--- src/rtl/mult_pkg.sv ---
// rtl/mult_pkg.sv - shared FSM type and dequantize helper for the multiplier scheduler
package mult_pkg;

  localparam int BITS_DEFAULT = 10;
  localparam int PROD_MAX_W   = 128;

  typedef enum logic [1:0] {S_IDLE, S_RUN, S_DRAIN} state_t;

  // Negative products get a bias of 2**bits-1 so the arithmetic shift rounds toward zero.
  function automatic logic signed [PROD_MAX_W-1:0] dequant(
    input logic signed [PROD_MAX_W-1:0] p,
    input int unsigned                  bits
  );
    logic signed [PROD_MAX_W-1:0] bias;
    bias = '0;
    if (p < 0) bias = (PROD_MAX_W'(1) << bits) - PROD_MAX_W'(1);
    return (p + bias) >>> bits;
  endfunction

endpackage

--- src/rtl/rr_arbiter.sv ---
// rtl/rr_arbiter.sv - round-robin pick of the first request at or after the pointer
module rr_arbiter #(
  parameter int NUM_REQ = 2,
  parameter int TAG_W   = $clog2(NUM_REQ)
) (
  input  logic [NUM_REQ-1:0] req,
  input  logic [TAG_W-1:0]   ptr,
  output logic [NUM_REQ-1:0] gnt,
  output logic [TAG_W-1:0]   gnt_idx,
  output logic               gnt_valid
);

  int               j;
  logic [TAG_W-1:0] idx;

  always_comb begin
    gnt       = '0;
    gnt_idx   = '0;
    gnt_valid = 1'b0;
    j         = 0;
    idx       = '0;
    for (int i = 0; i < NUM_REQ; i++) begin
      j = int'(ptr) + i;
      if (j >= NUM_REQ) j = j - NUM_REQ;
      idx = TAG_W'(j);
      if (!gnt_valid && req[idx]) begin
        gnt_valid = 1'b1;
        gnt[idx]  = 1'b1;
        gnt_idx   = idx;
      end
    end
  end

endmodule

--- src/rtl/mult_share_sched.sv ---
// rtl/mult_share_sched.sv - one fixed-point multiplier time-shared round-robin across channels
module mult_share_sched
  import mult_pkg::*;
#(
  parameter int DATA_WIDTH = 32,
  parameter int BITS       = BITS_DEFAULT,
  parameter int NUM_REQ    = 2
) (
  input  logic                          clock,
  input  logic                          reset,
  input  logic                          enable,
  output logic                          idle,
  input  logic [NUM_REQ*DATA_WIDTH-1:0] a_dout,
  input  logic [NUM_REQ-1:0]            a_empty,
  output logic [NUM_REQ-1:0]            a_rd_en,
  input  logic [NUM_REQ*DATA_WIDTH-1:0] b_dout,
  input  logic [NUM_REQ-1:0]            b_empty,
  output logic [NUM_REQ-1:0]            b_rd_en,
  output logic [NUM_REQ*DATA_WIDTH-1:0] out_din,
  input  logic [NUM_REQ-1:0]            out_full,
  output logic [NUM_REQ-1:0]            out_wr_en
);

  localparam int TAG_W = $clog2(NUM_REQ);

  state_t                         state_q, state_d;
  logic [TAG_W-1:0]               ptr_q, ptr_d;
  logic                           s1_valid_q;
  logic [TAG_W-1:0]               s1_tag_q;
  logic signed [DATA_WIDTH-1:0]   s1_a_q, s1_b_q;
  logic                           s2_valid_q;
  logic [TAG_W-1:0]               s2_tag_q;
  logic signed [2*DATA_WIDTH-1:0] s2_prod_q;

  logic [NUM_REQ-1:0]    req, gnt;
  logic [TAG_W-1:0]      gnt_idx;
  logic                  gnt_valid;
  logic                  issue_ok;
  logic [DATA_WIDTH-1:0] a_sel, b_sel, deq;

  always_comb begin
    state_d = state_q;
    case (state_q)
      S_IDLE:  if (enable) state_d = S_RUN;
      S_RUN:   if (!enable) state_d = S_DRAIN;
      S_DRAIN: begin
        if (enable) state_d = S_RUN;
        else if (!s1_valid_q && !s2_valid_q) state_d = S_IDLE;
      end
      default: state_d = S_IDLE;
    endcase
    idle     = (state_q == S_IDLE) && !s1_valid_q && !s2_valid_q;
    issue_ok = (state_q == S_RUN) && enable;
  end

  // A channel with an op in either stage is excluded, so its result FIFO cannot fill before write-back.
  always_comb begin
    req = '0;
    for (int k = 0; k < NUM_REQ; k++) begin
      req[k] = issue_ok && !a_empty[k] && !b_empty[k] && !out_full[k]
             && !(s1_valid_q && (s1_tag_q == TAG_W'(k)))
             && !(s2_valid_q && (s2_tag_q == TAG_W'(k)));
    end
  end

  rr_arbiter #(.NUM_REQ(NUM_REQ), .TAG_W(TAG_W)) u_arb (
    .req       (req),
    .ptr       (ptr_q),
    .gnt       (gnt),
    .gnt_idx   (gnt_idx),
    .gnt_valid (gnt_valid)
  );

  always_comb begin
    a_rd_en = gnt;
    b_rd_en = gnt;
    ptr_d   = ptr_q;
    if (gnt_valid) ptr_d = (gnt_idx == TAG_W'(NUM_REQ - 1)) ? '0 : gnt_idx + TAG_W'(1);
    a_sel = '0;
    b_sel = '0;
    for (int k = 0; k < NUM_REQ; k++) begin
      if (gnt[k]) begin
        a_sel = a_dout[k*DATA_WIDTH +: DATA_WIDTH];
        b_sel = b_dout[k*DATA_WIDTH +: DATA_WIDTH];
      end
    end
  end

  assign deq = DATA_WIDTH'(dequant(PROD_MAX_W'(s2_prod_q), BITS));

  always_comb begin
    out_wr_en = '0;
    out_din   = '0;
    for (int k = 0; k < NUM_REQ; k++) begin
      out_wr_en[k] = s2_valid_q && (s2_tag_q == TAG_W'(k));
      if (out_wr_en[k]) out_din[k*DATA_WIDTH +: DATA_WIDTH] = deq;
    end
  end

  always_ff @(posedge clock or posedge reset) begin
    if (reset) begin
      state_q    <= S_IDLE;
      ptr_q      <= '0;
      s1_valid_q <= 1'b0;
      s1_tag_q   <= '0;
      s1_a_q     <= '0;
      s1_b_q     <= '0;
      s2_valid_q <= 1'b0;
      s2_tag_q   <= '0;
      s2_prod_q  <= '0;
    end else begin
      state_q    <= state_d;
      ptr_q      <= ptr_d;
      s1_valid_q <= gnt_valid;
      if (gnt_valid) begin
        s1_tag_q <= gnt_idx;
        s1_a_q   <= a_sel;
        s1_b_q   <= b_sel;
      end
      s2_valid_q <= s1_valid_q;
      s2_tag_q   <= s1_tag_q;
      s2_prod_q  <= (2*DATA_WIDTH)'(s1_a_q) * (2*DATA_WIDTH)'(s1_b_q);
    end
  end

endmodule

--- config.mk ---
export PLATFORM = sky130hd
export DESIGN_NAME = mult_share_sched
export DESIGN_NICKNAME = d
export VERILOG_FILES = /design/src/rtl/mult_pkg.sv /design/src/rtl/rr_arbiter.sv /design/src/rtl/mult_share_sched.sv
export SDC_FILE = /design/constraint.sdc
export NUM_CORES = 2
export LEC_CHECK = 0
export ABC_CLOCK_PERIOD_IN_PS = 10900
export BUFFER_PORTS_ARGS = -buffer_cell sky130_fd_sc_hd__buf_2
export CORE_MARGIN = 3
export CORE_UTILIZATION = 48
export DETAILED_ROUTE_END_ITERATION = 7
export PLACE_DENSITY_LB_ADDON = 0.15
export SYNTH_ARGS = -nofsm -noshare
export SYNTH_HDL_FRONTEND = slang
export SYNTH_HIERARCHICAL = 1
export SYNTH_SLANG_ARGS = --single-unit
export TNS_END_PERCENT = 1
--- constraint.sdc ---
create_clock -name clock -period 10.9 [get_ports clock]
set_input_delay 2.18 -clock clock [delete_from_list [all_inputs] [get_ports clock]]
set_output_delay 2.18 -clock clock [all_outputs]
set_load 0.05 [all_outputs]
* Word level (Yosys, flattened, before mapping) *
Cells that the tools add are included.
W data, S select, Z words.

storage, ports and cells
  word-level logic and storage cells = 95
  output and inout bits = 71
  register bits = 135
  input bits = 137

cells by class
  multipliers = 1
  eq/ne operators = 5
  $add $sub $neg = 5
  muxes and demuxes = 29
  bitwise logic cells = 3
  magnitude comparators = 7
  reductions and logical operators = 36

operator list
  cell                   number
  $mux W32               6
  $lt A64 B1 Y1 const B  1
  $mul A32 B32 Y64       1
  $add A42 B42 Y42       1
  $logic_and A1 B1 Y1    21
  $logic_not A1 Y1       13
  $mux W1                13
  $mux W2                6
  $mux W10               1
  $pmux W2 S3            1
  $lt A1 B2 Y1 const B   2
  $ne A2 B2 Y1 const B   2
  $ne A3 B3 Y1 const B   1
  $reduce_and A3 Y1      1
  $add A1 B1 Y2 const B  1
  $demux W1 S1           2
  $eq A2 B1 Y1 const B   1
  $eq A2 B2 Y1 const B   1
  $ge A1 B1 Y1 const B   2
  $ge A1 B2 Y1 const B   1
  $ge A2 B2 Y1 const B   1
  $logic_not A2 Y1       1
  $not A1 Y1             2
  $or A2 B2 Y2           1
  other kinds (2)        3

* Depth between registers and ports, before layout *
  depth after elaboration = 15
  depth in mapped cells = 28
  gate-level depth less buffers = 27

* Modules after synthesis *
The synthesis kept the hierarchy.

modules (own cells, without submodules)
  module            area an instance (sq um)  seq. area each (sq um)  cells each  times used
  mult_share_sched  40,341.2                  2,852.7                 4,312       1
  rr_arbiter        32.5                      0.0                     5           1

* Least setup slack after synthesis *
Ideal clock, no wire load.

  path kind = register to register
  start = register s1_a_q[31]
  end = register s2_prod_q[63]
  data arrival time = 7,395 ps
  buffers on the path = 1
  clock period less this slack = 7,475 ps
  setup time = 80 ps
  required time = 10,820 ps
  stages on the path, launching flop included = 28
  slack = 3,425 ps
  cell sequence = dfrtp_1 -> clkbuf_1 -> nand2_1 -> inv_1 -> fa_1 -> inv_1 -> fa_1 -> inv_1 -> fa_1 -> fa_1 -> inv_1 -> fa_1 -> inv_1 -> fa_1 -> inv_1 -> fa_1 -> inv_1 -> fa_1 -> ha_1 -> a21o_1 -> a21o_1 -> a21o_1 -> a21o_1 -> a211o_1 -> o211ai_1 -> o211ai_1 -> a21oi_1 -> xnor2_1

on the way
  longest elaborated chain between the ends = 1

ends and longest elaborated chain
  element                   line                     source
  start: declaration        mult_share_sched.sv:30   logic signed [DATA_WIDTH-1:0] s1_a_q, s1_b_q;
  start signal: assignment  mult_share_sched.sv:117  s1_a_q <= a_sel;
  $mul A32 B32 Y64          mult_share_sched.sv:122  s2_prod_q <= (2*DATA_WIDTH)'(s1_a_q) * (2*DATA_WIDTH)'(s1_b_q);
  end signal: assignment    mult_share_sched.sv:122
  end: declaration          mult_share_sched.sv:33   logic signed [2*DATA_WIDTH-1:0] s2_prod_q;

No other way between the ends.
A chain may end at the register's enable or synchronous reset.

* Worst setup path after layout *
  start = register s1_b_q[11]
  end = register s2_prod_q[63]

on the way
  longest elaborated chain between the ends = 1

ends and longest elaborated chain
  element                   line                     source
  start: declaration        mult_share_sched.sv:30
  start signal: assignment  mult_share_sched.sv:118  s1_b_q <= b_sel;
  $mul A32 B32 Y64          mult_share_sched.sv:122

No other way between the ends.

==> metrics.cfg <==
[global_routing]
gr-usage-met1_pct=36.0
gr-usage-all-layers_pct=28.1
grt_util_met2_pct=50.0
globalRoute.totalOverflow=0
grt_max_degree=90
antenna_found_initial=1
grt_busiest_layer=met2
use_met3_pct=2.71
grt_pass1_wl_mm=185
grt_pass1_vias=31600

[drt]
num_vias=28900
wl_mm=116
drc=0
drtIter0Drc=1793
vias_per_cell=5.29
drtAntennaViolNets=0
drt_pass1_iterations=6
wl_per_cell_um=21.3

[cts]
clk_pin_slew_ps=70
cts_tree=yes
clk_path_buf_depth=2
clock-sinks=114
cts-buffers-inserted=17
htree_levels=4
ctsResizeCount=0
cts-root-buf=clkbuf_16
clock_latency_ps=450
postCtsHoldBufs=0
postCtsSetupBuffers=0

[place]
dp_slack_ps=2230
placed_area_mm2=0.0425
dpl.hpwl_mm=93.4
io_buffers=207
gp_congestion=0.903

[cells_and_area]
fillers=7844
drive_above_1_share_pct=7.55
fin_nets=5798
diodes=0
fin_area_mm2=0.0431
area.growth.synth_to_final_pct=6.63

[critical_path]
end_kind=register
required_ps=11270
critPathMaxFanout=23
r2r-start=s1_b_q[11]
startpoint=s1_b_q[11]
critPathKind=reg -> reg
arrival_ps=9050
critPathLaunchType=register

[yosys]
synthDistinctLibCells=55
syn_inst=4317
synth_area_mm2=0.0404
yosysWarningCount=6
synth_adder_area_share_pct=59.6
synthMuxAreaShare_pct=0.0527
synth_compound_area_share_pct=4.39
synthSimpleGateAreaFrac_pct=15.1
syn_nets=5729
synth-seq-cells=114
synth_edf_count=0
syn_avg_cell_area_um2=9.35
synth_top_family_by_area=adder cells
ys_seq_area_share_pct=7.07
synth_xor_area_share_pct=1.78
synthFlopType=dfrtp_1
async_reset_ff_share_pct=100

[timing]
setup_viol=0
finalMaxSlewViolations=0
max_slew_margin_pct=20.0
fmax_ghz=0.115
finalClockSkew_ps=18.7
final_hold_viol_count=0
finalCriticalPeriod_ps=8690
tns_ps=0
setup_ws_ps=2210
fin_crit_sh_pct=79.7
worstMarginPinSlew_ps=1190
rsz0062_at_grt=no

[die]
io_pins=208
row_count=105
initial_core_util_pct=48.8
dieArea_mm2=0.0876
core_area_mm2=0.0828
die_y_um=296
die_x_um=296

[hold_path]
hp-start=s1_tag_q
hold_class=reg -> reg

[status]
status=complete, no violations

[run]
timing.max_cap.violations=0

sequential cells by signal, indices dropped and copies added (netlist names):
register / count
s2_valid_q: 1
s1_valid_q: 1
s1_tag_q: 1
s1_b_q: 32
s2_prod_q: 43
s2_tag_q: 1
state_q: 2
s1_a_q: 32
ptr_q: 1
placed cells by master, fill, tap and decap left out, types with 4 or more instances in the layout:
master      netlist  final
nand3_1          19     19
xnor2_1          46     46
clkinvlp_4        0      4
a21oi_1          97     97
nand4_1          14     14
fa_1           1082   1082
and4_1            5      5
nand2_1         609    609
a21o_1           29     29
nor4_1            4      4
buf_4             2     77
o21a_1            9      9
o21bai_1          5      5
a221oi_1          4      4
xor2_1           36     36
nor3_1            4      4
a21boi_0          5      4
o21ai_0          21     21
and2_1          427    427
inv_1          1053   1052
clkbuf_16         0     17
nor2_1          174    174
buf_2             0    207
nand2b_1         14     14
ha_1            193    193
and3_1            7      7
o211ai_1          4      4
dfrtp_2           0      6
or3_1             4      4
dfrtp_1         114    108
a211oi_1          7      7
a22oi_1          63     63
kinds of logic after synthesis:
| group | Yosys count |
|---|---|
| AO/OA/AOI/OAI | 268 |
| XOR/XNOR | 82 |
| adder cells (fa/ha/maj) | 1275 |
| buffers and inverters | 1287 |
| flip-flops | 114 |
| multiplexers | 2 |
| AND/OR/NAND/NOR | 1289 |
stage by stage:
stage               hold WS (ps)  util [%]  instances
floorplan                    370         -       4317
global placement             385      51.3       5437
detailed placement           382      51.3       5437
CTS                          396      52.0       5469
global route                 424      52.0       5469
finish                       400      52.0       5469
synthesized netlist by cell type (2+ instances only):
library cell	count	area share [%]
o31ai_1	2	0.037
ha_1	193	6.0
and2_1	427	6.6
nand2_1	609	5.7
a21oi_1	97	1.2
nand2b_1	14	0.22
a21boi_0	5	0.093
clkbuf_1	228	2.1
nor3_1	4	0.050
nand3_1	19	0.24
nand4_1	14	0.22
buf_4	2	0.037
buf_1	4	0.037
a31o_2	2	0.043
o211ai_1	4	0.074
o21bai_1	5	0.093
inv_1	1053	9.8
xor2_1	36	0.78
and3_1	7	0.11
a22oi_1	63	1.2
a31oi_1	2	0.031
o21a_1	9	0.17
and4_1	5	0.11
fa_1	1082	54
a221oi_1	4	0.087
xnor2_1	46	1.0
a2111oi_0	2	0.043
nor2_1	174	1.6
o221ai_1	2	0.043
nor4_1	4	0.062
a21o_1	29	0.54
a211oi_1	7	0.13
o31a_1	2	0.043
o21ai_0	21	0.26
or3_1	4	0.062
nor2b_1	4	0.062
dfrtp_1	114	7.1
worst paths after layout:
| check | end | slack [ps] | cells after the start |
|---|---|---|---|
| worst max-delay path | s2_prod_q[63] | 2210 | 23 |
| worst min-delay path | s2_tag_q | 400 | 0 |
| worst max register to register | s2_prod_q[63] | 2210 | 23 |
| worst min register to register | s2_tag_q | 400 | 0 |
| max in group asynchronous | s1_a_q[15] | 7620 | 3 |
| min in group asynchronous | s1_b_q[29] | 1820 | 2 |
area by class of cell:
class | instances | area (µm²) | share of cell area, %
clock inverters | 12 | 131 | 0.305
inverters | 1053 | 3960 | 9.19
well taps | 1070 | 1340 | 3.11
clock buffers | 20 | 447 | 1.04
repair buffers | 284 | 1610 | 3.75
multi-input cells | 2916 | 32700 | 76.0
flip-flops and latches | 114 | 2860 | 6.64
worst max-delay path, stage by stage, from the launching register on:
cell and delay, ps:
dfrtp_1 1100, buf_4 340, nand2_1 150, fa_1 580
inv_1 80, fa_1 430, fa_1 500, fa_1 900
inv_1 440, fa_1 600, inv_1 60, fa_1 550
fa_1 430, fa_1 470, ha_1 290, a21o_1 180
a21o_1 170, a21o_1 190, a221oi_1 420, o211ai_1 150
a21oi_1 170, o211ai_1 100, a21oi_1 160, xnor2_1 140
metal layers:
layer / part of all wire [%] / up-vias / wire length, µm
met1: 39 / 15300 / 45700
met5: 0 / - / 0
met2: 52 / 873 / 60100
met4: 4.1 / 0 / 4710
met3: 4.9 / 234 / 5720
li1: - / 12500 / -
Power is left out: the tool's default activity adds up to more than one toggle a clock period on the data nets, which glitch-free logic cannot reach.
